$ cat src/rtl/sign_extend_arbiter.sv
// Round-robin arbiter feeding one registered sign/zero-extension stage.
// Requesters offer narrow samples; the winner is widened and tagged with its index.

module sign_extend_lane #(
  parameter int INPUT_WIDTH  = 8,
  parameter int OUTPUT_WIDTH = 16
) (
  input  logic [INPUT_WIDTH-1:0]  sample,
  input  logic                    sign,
  output logic [OUTPUT_WIDTH-1:0] ext
);
  generate
    if (OUTPUT_WIDTH > INPUT_WIDTH) begin : g_wide
      assign ext = {{(OUTPUT_WIDTH-INPUT_WIDTH){sign & sample[INPUT_WIDTH-1]}}, sample};
    end else begin : g_same
      assign ext = sample;
    end
  endgenerate
endmodule

module sign_extend_arbiter #(
  parameter int NUM_REQ      = 4,
  parameter int INPUT_WIDTH  = 8,
  parameter int OUTPUT_WIDTH = 16,
  parameter int ID_WIDTH     = 2
) (
  input  logic                           clk,
  input  logic                           rst,
  input  logic [NUM_REQ-1:0]             req_valid,
  output logic [NUM_REQ-1:0]             req_ready,
  input  logic [NUM_REQ*INPUT_WIDTH-1:0] req_data,
  input  logic [NUM_REQ-1:0]             req_signed,
  output logic                           out_valid,
  input  logic                           out_ready,
  output logic [OUTPUT_WIDTH-1:0]        out_data,
  output logic [ID_WIDTH-1:0]            out_id
);
  typedef enum logic {EMPTY, FULL} state_t;

  typedef struct packed {
    logic [ID_WIDTH-1:0]     id;
    logic [OUTPUT_WIDTH-1:0] data;
  } result_t;

  state_t                               state, state_next;
  logic [NUM_REQ-1:0][OUTPUT_WIDTH-1:0] ext;
  logic [ID_WIDTH-1:0]                  ptr, win, idx;
  logic                                 any, load, fire;
  result_t                              res;

  // Every requester gets its own extender so the mux selects finished words.
  for (genvar i = 0; i < NUM_REQ; i++) begin : g_lane
    sign_extend_lane #(
      .INPUT_WIDTH (INPUT_WIDTH),
      .OUTPUT_WIDTH(OUTPUT_WIDTH)
    ) u_lane (
      .sample(req_data[i*INPUT_WIDTH +: INPUT_WIDTH]),
      .sign  (req_signed[i]),
      .ext   (ext[i])
    );
  end

  // Rotating priority search starting at ptr.
  always_comb begin
    win = '0;
    any = 1'b0;
    idx = '0;
    for (int k = 0; k < NUM_REQ; k++) begin
      idx = ID_WIDTH'((int'(ptr) + k) % NUM_REQ);
      if (!any && req_valid[idx]) begin
        any = 1'b1;
        win = idx;
      end
    end
  end

  assign load = (state == EMPTY) | (out_ready & out_valid);
  assign fire = load & any & ~rst;

  always_comb begin
    req_ready = '0;
    if (fire) req_ready[win] = 1'b1;
  end

  // State register
  always_ff @(posedge clk or posedge rst) begin
    if (rst) state <= EMPTY;
    else     state <= state_next;
  end

  // Next state
  always_comb begin
    state_next = state;
    if (fire)                                state_next = FULL;
    else if (out_ready && (state == FULL))   state_next = EMPTY;
  end

  // Outputs
  always_comb begin
    out_valid = (state == FULL);
    out_data  = res.data;
    out_id    = res.id;
  end

  // Result register and pointer only move on a handshake.
  always_ff @(posedge clk or posedge rst) begin
    if (rst) begin
      res <= '0;
      ptr <= '0;
    end else if (fire) begin
      res.data <= ext[win];
      res.id   <= win;
      ptr      <= (win == ID_WIDTH'(NUM_REQ-1)) ? '0 : win + 1'b1;
    end
  end
endmodule

$ cat config.mk
export PLATFORM = sky130hd
export DESIGN_NAME = sign_extend_arbiter
export DESIGN_NICKNAME = d
export VERILOG_FILES = /design/src/rtl/sign_extend_arbiter.sv
export SDC_FILE = /design/constraint.sdc
export NUM_CORES = 1
export LEC_CHECK = 0
export CAP_MARGIN = 5
export CORE_AREA = 2 2 51 88
export CTS_BUF_LIST = sky130_fd_sc_hd__clkbuf_4
export DETAILED_ROUTE_END_ITERATION = 7
export DIE_AREA = 0 0 53 90
export PLACE_DENSITY = 0.85
export SETUP_SLACK_MARGIN = 0.3
export SLEW_MARGIN = 5
export SYNTH_ARGS = -nofsm -noshare
export SYNTH_HDL_FRONTEND = slang
export SYNTH_HIERARCHICAL = 1
export SYNTH_SLANG_ARGS = --single-unit
$ cat constraint.sdc
create_clock -name clk -period 2.3 [get_ports clk]
set_clock_uncertainty 0.2 [all_clocks]
set_input_delay 0.23 -clock clk [delete_from_list [all_inputs] [get_ports clk]]
set_output_delay 0.23 -clock clk [all_outputs]
set_load 0.02 [all_outputs]
==> qor.txt <==
Worst hold path class - in2async
Logic gate share of total power - 60.4%
Syn. warnings - 6
Clk slew on worst S/H paths - 0.12 ns
Worst reg2reg endpoint - out_data[0]
Synthesized-area fraction occupied by adder cells - 0.6978%
Final setup violation count - 0
Fin Setup TNS - 0 ns
CTS max path bufs - 2
Mux cell area share after synthesis - 10.05%
Fillers - 367
Num CTS Buffers - 3
PwrDens - 858.8 nW/um^2
Compound-Gate Fraction of Synth Area - 19.26%
IO Count - 66
CTS tree - yes
Arrival @ worst endpoint - 1.71 ns
Power share of the sequential group - 29.6%
DRC viols - 0
Total vias in the final route - 1408
H-Tree Depth - 1
Cell count after synthesis - 197
Die H - 90 um
First-pass GRT wire length - 6.272 mm
Max-Cap Viols - 0
Core area - 4073 um^2
Root buffer cell - clkbuf_4
Min Tclk post-route - 2.142 ns
Main combinational cell family by area after synthesis - buffers and inverters
Layout cells sized above 1 - 20.47%
Area Growth Syn to Fin - 25.40%
Slowest Stage Delay on Critical Path - 0.42 ns
Post-Syn Area per Cell - 9.101 um^2
Slew Limit Fails - 0
Met3 wire length - 126 um
Routability cong. - 0.7387
Synthesized net count - 241
Reg-to-reg startpoint - ptr[0]
Met2 WL - 2.321 mm
Synth Area in XOR/XNOR - 0%
Worst R2R Path Depth - 6
Antenna Nets Post-Route - 0
Met1 WL - 1.551 mm
Rows - 31
CP startpoint kind - register
Switching Fraction - 39.64%
Hold-fix buffer count after cts - 0
Leakage power - 0.9888 nW
Drt initial violations - 30
Crit path kind - reg2out
Cell Chain, Critical Path - and2b_2, nor2_4, o221a_4, ha_4, and2_4, buf_6
Most frequent cells in the layout - 57 x clkdlybuf4s50_1, 25 x nand2_1, 21 x dfrtp_1, 18 x mux2i_1
Ant diodes - 0
Clock power share - 10.0%
Status - finished, final reports clean
Port Buffer Count - 65
CP max-delay cell - dfrtp_1
Final WL - 4.089 mm
Max Freq - 466.9 MHz
Final core occ - 55.21%
Initial antenna violation count - 0
Critical Path RT - 1.87 ns
TritonRoute pass-1 iters - 4
# nets final - 260
Yosys top cell by area - dfrtp_1
Post-synthesis simple-gate area fraction - 11.79%
RSZ-0062 raised after global routing - true
Least-Margin Pin Slew - 0.3440 ns
Rel. slew slack - 76.99%
Detailed Place HPWL - 2.975 mm
Vias per cell - 5.333
Full die area - 4770 um^2
CP Capture Type - output pin
Share of the synthesized area in the top cell type - 29.31%
Clk sinks - 21
Die W - 53 um
Synth area leaders - dfrtp_1 29%, buf_4 25%, mux2i_1 10%
Post-Syn Area - 1793 um^2
Final hold violations - 0
Initial cell density of the core - 44.02%
Pint - 1.166 mW
Worst IR drop on VDD - 0.4846 mV
Worst R2R Setup Slack - 0.32 ns
Vias in the first global route - 1303
Final worst-path cycle share - 93.11%
Commonest non-fill, non-tap cell in the layout - clkdlybuf4s50_1
Seq cells post-synth - 21
Remaining global-route overflow - 0
Drt wl/cell - 15.49 um
Top Layer Used - met4
Clk Latency, worst-skew pair - 0.30 ns
Critical path fanouts, max - 3
Sequential fraction of the synthesis area - 29.31%
Switch Pwr - 0.7653 mW
Largest net degree at the start of global routing - 27
Yosys cell types - 28
Overall routing resource usage - 17.65%
-- stage by stage --
step                instance area [um^2]  setup WS, ns  cells  hold slack (ns)  power [mW]
CTS                                 2191        0.1470    262           0.1678       1.882
floorplan                           1799        0.3802    197          -0.1033       1.259
finish                              2248        0.1584    264           0.1673       1.931
global placement                    2122       -0.2982    256           0.2608       1.634
detailed placement                  2122       -0.3329    256           0.2632       1.651
global route                        2248       0.09864    264           0.1801       2.061
-- layer usage --
| metal | vias up | GRT usage, % |
|---|---|---|
| li1 | 676 | - |
| met4 | 0 | 7.265 |
| met2 | 44 | 32.40 |
| met5 | - | 0 |
| met1 | 680 | 19.77 |
| met3 | 8 | 1.163 |
-- state kept, by name, indices dropped and copies added, names as in the netlist --
signal,cells
out_id,2
ptr,2
out_valid,1
out_data,16
-- power by group through the flow --
stage	sequential (mW)	clock [mW]	combinational (mW)
after floorplan	0.727	0	0.533
after global placement	0.580	0	1.05
after detailed placement	0.587	0	1.06
after CTS	0.572	0.203	1.11
after global routing	0.591	0.223	1.25
final	0.572	0.192	1.17
-- kinds of logic (layout without fill, tap and decap cells) --
kind of cell	Yosys count	after routing
buffers and inverters	72	90
flip-flops	21	21
multiplexers	18	18
adder cells (fa/ha/maj)	1	1
AND/OR/NAND/NOR	44	44
AO/OA/AOI/OAI	41	41
-- worst max-delay path by stage --
stage	slack, ns	to	depth (start not counted)	startpoint
after global routing	0.1	req_ready[3]	6	ptr[0]
final	0.16	req_ready[3]	6	ptr[0]
after detailed placement	-0.33	req_ready[3]	7	req_valid[2]
after CTS	0.15	req_ready[3]	6	ptr[0]
after floorplan	0.38	req_ready[3]	7	ptr[1]
after global placement	-0.30	req_ready[3]	7	req_valid[3]
-- Yosys cell counts --
library cell	instances
buf_4	60
nand2_1	25
dfrtp_1	21
mux2i_1	18
o221ai_1	16
a22oi_1	14
and2_1	7
buf_2	6
nor2b_1	4
inv_1	3
nand2b_1	3
nor2_1	3
buf_6	2
a211o_1	1
a21boi_1	1
a32o_1	1
and2b_1	1
clkbuf_1	1
ha_1	1
nand2_4	1
o21ai_0	1
o21ai_1	1
o21ai_2	1
o221a_2	1
o22a_1	1
o22ai_1	1
o22ai_2	1
o41ai_2	1
-- final cells by class --
type	instances	area [um^2]	share of cell area, %
multi-input combinational	104	814.5	36.23
timing repair buffer	83	802.0	35.67
sequential	21	525.5	23.37
tap	49	61.31	2.727
clock buffer	4	30.03	1.336
inverter	3	15.01	0.6678
-- timing repair --
item                                    in CTS  in global routing
endpoints found under the setup margin       4                  8
pin swaps                                    4                  2
resized for setup                           34                 12
setup buffers                                2                  2
hold endpoints to repair                     0                  0
-- worst max-delay path, delay by kind of cell, from the launching register on --
family,cells,cell delay (ns)
adder cells (fa/ha/maj),1,0.15
flip-flops,1,0.42
buffers and inverters,1,0.12
AO/OA/AOI/OAI,1,0.26
AND/OR/NAND/NOR,3,0.45
(Power assumes the default switching activity.)
